<file path="src/rtl/clip_player_ctrl.sv">
// clip_player_ctrl
//   Plays a mono sample clip from an external synchronous ROM into an I2S
//   transmitter's sample holding register. Each sample is fetched, converted
//   from offset binary to two's complement, attenuated by an arithmetic right
//   shift, and then held until the transmitter consumes it.
//
//   State table
//     IDLE  | no playback; waiting for start
//     FETCH | rom_addr presents the current sample address
//     WAIT  | rom_data is valid; sample is converted and captured
//     HOLD  | sample_valid=1, waiting for sample_ready to consume it
//
// Ports
//   mclk, resetn       clock and synchronous active-low reset
//   start, stop        one-cycle playback control pulses (stop wins)
//   loop_en, attn      wrap-around enable and attenuation shift amount
//   rom_addr/rom_data  sample ROM interface (data valid 1 cycle after addr)
//   sample_l/_r        identical signed output samples
//   sample_valid       sample pending; consumed by sample_ready
//   busy, done         activity flag and end-of-clip pulse
//   underrun_cnt       saturating count of frames with no sample available
module clip_player_ctrl #(
    parameter int CLIP_LEN = 32,
    parameter int ADDR_W   = 5,
    parameter int DATA_W   = 16
) (
    input  logic              mclk,
    input  logic              resetn,
    input  logic              start,
    input  logic              stop,
    input  logic              loop_en,
    input  logic [2:0]        attn,
    output logic [ADDR_W-1:0] rom_addr,
    input  logic [DATA_W-1:0] rom_data,
    output logic [DATA_W-1:0] sample_l,
    output logic [DATA_W-1:0] sample_r,
    output logic              sample_valid,
    input  logic              sample_ready,
    output logic              busy,
    output logic              done,
    output logic [15:0]       underrun_cnt
);

    localparam logic [ADDR_W-1:0] LAST_ADDR = ADDR_W'(CLIP_LEN - 1);

    typedef enum logic [1:0] {
        S_IDLE,
        S_FETCH,
        S_WAIT,
        S_HOLD
    } state_t;

    state_t              state_q, state_d;
    logic [ADDR_W-1:0]   addr_q, addr_d;
    logic [DATA_W-1:0]   smp_q, smp_d;
    logic                valid_q, valid_d;
    logic                done_q, done_d;
    logic [15:0]         ucnt_q, ucnt_d;

    // Offset binary to two's complement is just an MSB flip.
    logic signed [DATA_W-1:0] conv_s;
    logic [DATA_W-1:0]        shifted;

    assign conv_s  = {~rom_data[DATA_W-1], rom_data[DATA_W-2:0]};
    assign shifted = conv_s >>> attn;

    always_comb begin
        state_d = state_q;
        addr_d  = addr_q;
        smp_d   = smp_q;
        valid_d = valid_q;
        done_d  = 1'b0;
        ucnt_d  = ucnt_q;

        if (sample_ready && (state_q != S_IDLE) && !valid_q && (ucnt_q != 16'hFFFF)) begin
            ucnt_d = ucnt_q + 16'd1;
        end

        case (state_q)
            S_IDLE: begin
                if (start && !stop) begin
                    state_d = S_FETCH;
                    addr_d  = '0;
                    valid_d = 1'b0;
                end
            end
            S_FETCH: begin
                state_d = S_WAIT;
            end
            S_WAIT: begin
                smp_d   = shifted;
                valid_d = 1'b1;
                state_d = S_HOLD;
            end
            S_HOLD: begin
                if (sample_ready) begin
                    valid_d = 1'b0;
                    if (addr_q != LAST_ADDR) begin
                        addr_d  = addr_q + ADDR_W'(1);
                        state_d = S_FETCH;
                    end else if (loop_en) begin
                        addr_d  = '0;
                        state_d = S_FETCH;
                    end else begin
                        state_d = S_IDLE;
                        done_d  = 1'b1;
                    end
                end
            end
            default: begin
                state_d = S_IDLE;
            end
        endcase

        // Abort and restart override whatever the active state decided,
        // including a handshake or capture in the same cycle.
        if (state_q != S_IDLE) begin
            if (stop) begin
                state_d = S_IDLE;
                valid_d = 1'b0;
                smp_d   = '0;
                done_d  = 1'b0;
            end else if (start) begin
                state_d = S_FETCH;
                addr_d  = '0;
                valid_d = 1'b0;
                smp_d   = smp_q;
                done_d  = 1'b0;
            end
        end
    end

    always_ff @(posedge mclk) begin
        if (!resetn) begin
            state_q <= S_IDLE;
            addr_q  <= '0;
            smp_q   <= '0;
            valid_q <= 1'b0;
            done_q  <= 1'b0;
            ucnt_q  <= 16'd0;
        end else begin
            state_q <= state_d;
            addr_q  <= addr_d;
            smp_q   <= smp_d;
            valid_q <= valid_d;
            done_q  <= done_d;
            ucnt_q  <= ucnt_d;
        end
    end

    assign rom_addr     = addr_q;
    assign sample_l     = smp_q;
    assign sample_r     = smp_q;
    assign sample_valid = valid_q;
    assign busy         = (state_q != S_IDLE);
    assign done         = done_q;
    assign underrun_cnt = ucnt_q;

endmodule

</file>
<file path="config.mk">
export PLATFORM = sky130hd
export DESIGN_NAME = clip_player_ctrl
export DESIGN_NICKNAME = d
export VERILOG_FILES = /design/src/rtl/clip_player_ctrl.sv
export SDC_FILE = /design/constraint.sdc
export NUM_CORES = 1
export LEC_CHECK = 0
export CAP_MARGIN = 20
export CORE_MARGIN = 3
export CORE_UTILIZATION = 42
export DETAILED_ROUTE_END_ITERATION = 6
export HOLD_SLACK_MARGIN = 0.12
export PLACE_DENSITY = 0.8
export SLEW_MARGIN = 20
export SYNTH_ARGS = -nofsm -noshare
export SYNTH_HDL_FRONTEND = slang
export SYNTH_SLANG_ARGS = --single-unit
export TNS_END_PERCENT = 50
</file>
<file path="constraint.sdc">
create_clock -name mclk -period 2.02 [get_ports mclk]
set_clock_uncertainty 0.05 [all_clocks]
set_input_delay 0.404 -clock mclk [delete_from_list [all_inputs] [get_ports mclk]]
set_output_delay 0.404 -clock mclk [all_outputs]
set_load 0.01 [all_outputs]
</file>
==> results.md, run 1 <==
- Fin Setup TNS: 0 ps
- Area grow syn2layout: 44.9%
- DP Worst Slack: -164 ps
- Maxcap violations: 0
- ANT cells: 0
- Worst r2r dst: sample_l[7]
- Reg clk slew, reported paths: 80 ps
- Syn_area_per_cell: 9.15 um^2
- Initial DRC count: 89
- Port-buffer cells: 80
- RePlAce Congestion: 0.902
- FP Rows: 27
- Placed wire-length estimate: 5550 um
- Final Util: 64.9%
- Die area: 7030 um^2
- Synth top area share: 32.3%
- Crit path launch: state_q[0]
- Via density: 5.80
- Prevailing post-synth register cell: dfxtp_1
- First-pass GRT wire length: 11900 um
- Area leader, netlist: dfxtp_1
- Number of synthesized flops with an enable pin: 0
- Worst reg-to-reg setup slack: 140 ps
- Worst Setup End Kind: register
- IO Count: 81
- Gr usage total: 20.6%
- Initial antenna violation count: 0
- Clock Path Buffers: 2
- Endpoints failing hold: 0
- Power per cell area: 571 nW/um^2
- Seq/Total Area, Yosys: 32.3%
- Critical path startpoint category: register
- F_max: 533 MHz
- Post-CTS Setup Inserts: 0
- Die W: 83.8 um
- CTS Sinks: 41
- Vias in the first global route: 2560
- Area contributors post-synth: dfxtp_1 32%, mux4_2 8.9%, buf_4 4.7%
- Fill cells: 473
- Detail Route Antenna Nets: 0
- Slew at the pin with the worst max-slew slack: 641 ps
- Final period util: 92.8%
- Async SR Flop Fraction: 0%
- Setup violations, final: 0
- H-tree lvl count: 2
- Distinct cells, synth: 48
- Synthesized area: 2540 um^2
- Pleak: 0.00142 uW
- Cts bufs inserted: 5
- Hold depth: 1
- Drt pass-1 iters: 4
- Core region area: 5680 um^2
- Die height: 83.8 um
- Post-layout net count: 408
- Total gr overflow: 0
- Unrepaired setup endpoints after global routing: false
- WL/cell: 16.2 um
- Top cells by count, synth: 41 x dfxtp_1, 18 x a21oi_1, 18 x o21ai_0
- Final wirelength: 7250 um
- Syn_nets: 311
- Yosys warns: 0
- Setup CP Type: register to register
- Min cycle time layout: 1880 ps
- Mapped Cells: 278
- Footprint of the multi-input gates: 1530 um^2
- Outcome: finished, final reports clean
- Peak VDD IR: 337 uV
- Post-CTS sizing: 2
- CP arrival: 2070 ps
- Share of layout cells above drive strength 1: 16.0%
- Setup WS post-layout: 145 ps
- CTS tree: yes
- Initial Utilization: 44.8%
- Path depth of the worst reg2reg path: 6
- Critical path destination: sample_l[7]
- Seq. cell area: 822 um^2
- Top-count cell post-synth: dfxtp_1
- DP Cell Count: 440
- Largest net degree at the start of global routing: 19
- Clk_lat worst skew: 300 ps
- Min-Delay Path Class: register to register
- DR vias: 2598
- Slew HR: 56.9%
- Root Buffer: clkbuf_8
- RR Startpoint: state_q[0]
- DRC errors left: 0
- CP Max Fanout: 10
- Slew Viols, Final: 0
- Final std cells w/o fill: 448
- CTS Hold Bufs: 0
- Final Total Pwr: 2110 uW
- Critical path required time: 2210 ps
- FF+latch count, synth: 41
-- state kept, by name, indices dropped and copies added, names as in the netlist --
register / count
state_q: 2
done: 1
rom_addr: 5
underrun_cnt: 16
sample_l: 16
sample_valid: 1
-- cells in the final DEF, fill, tap and decap left out, types with 2 or more instances in the layout --
| cell type | netlist | final |
|---|---|---|
| a211oi_1 | 3 | 3 |
| nor2b_1 | 3 | 3 |
| a21oi_1 | 18 | 18 |
| clkdlybuf4s50_1 | 0 | 79 |
| and4_1 | 4 | 4 |
| and2_1 | 5 | 5 |
| mux4_2 | 10 | 10 |
| or3_1 | 4 | 4 |
| and3_1 | 12 | 12 |
| a311oi_1 | 2 | 2 |
| o31ai_1 | 6 | 6 |
| nand3_1 | 8 | 8 |
| dfxtp_1 | 41 | 40 |
| ha_1 | 8 | 7 |
| a41oi_1 | 2 | 2 |
| nand2_1 | 17 | 17 |
| mux2i_1 | 10 | 10 |
| buf_12 | 0 | 2 |
| buf_4 | 16 | 32 |
| nor2_1 | 9 | 9 |
| a31oi_1 | 5 | 5 |
| clkbuf_8 | 0 | 5 |
| nand2b_1 | 7 | 7 |
| nand3b_1 | 2 | 2 |
| nor4_1 | 3 | 3 |
| o21ai_0 | 18 | 18 |
| a21o_1 | 2 | 2 |
| nor3_1 | 6 | 6 |
| nand4_1 | 6 | 6 |
| a221o_1 | 10 | 10 |
| or4_1 | 4 | 4 |
| inv_1 | 11 | 11 |
-- how the worst min path moves through the flow --
stage | endpoint | start
final | sample_l[3] | sample_l[3]
after global routing | sample_l[3] | sample_l[3]
after CTS | sample_l[3] | sample_l[3]
after detailed placement | sample_l[3] | sample_l[3]
after global placement | sample_l[3] | sample_l[3]
after floorplan | state_q[0] | state_q[0]
-- kinds of logic (layout without fill, tap and decap cells) --
kind of cell,count (synthesis),after routing,synth area share (%)
multiplexers,21,21,13.2
adder cells (fa/ha/maj),8,8,3.94
AO/OA/AOI/OAI,78,78,20.9
AND/OR/NAND/NOR,94,94,21.8
buffers and inverters,36,134,7.82
flip-flops,41,41,32.3
-- metal layers --
layer  vias up  global-route usage [%]  share of wire [%]  wire [um]
met5         -                       0                  0          0
met4         0                    6.87                1.2         87
met3         8                    3.65                4.0        287
met2        77                    36.9                 52       3740
met1      1254                    24.6                 43       3130
li1       1259                       -                  -          -
-- power breakdown --
group | total (uW) | internal, uW | switching [uW]
Sequential | 857 | 835 | 22.2
Combinational | 565 | 299 | 266
Clock | 683 | 370 | 313
Total | 2110 | 1500 | 601
-- critical path: stages (launching register included) --
cell,delay (ps)
dfxtp_2,340
inv_1,80
ha_2,250
o21bai_1,160
nand3_1,150
nor2_1,530
a221o_1,250
-- metrics by stage --
stage	area [um^2]	hold slack, ps
after CTS	3680	448
after floorplan	2540	430
after detailed placement	3560	431
after global routing	3690	472
after global placement	3560	434
final	3690	445
-- cell type report --
| type | count | share of cell area (%) |
|---|---|---|
| multi-input cells | 201 | 41.4 |
| repair buffers | 115 | 29.6 |
| flip-flops and latches | 41 | 22.3 |
| well taps | 72 | 2.44 |
| clock buffers | 5 | 1.87 |
| clock inverters | 3 | 1.26 |
| inverters | 11 | 1.12 |
No activity file was read; power rests on OpenSTA's default activity.
==> run 2: changes to the inputs <==
Settings changed: CTS_CLUSTER_SIZE set to 28.
==> results of run 2 <==
The final DEF is identical to that of run 1; final timing and power are the same.
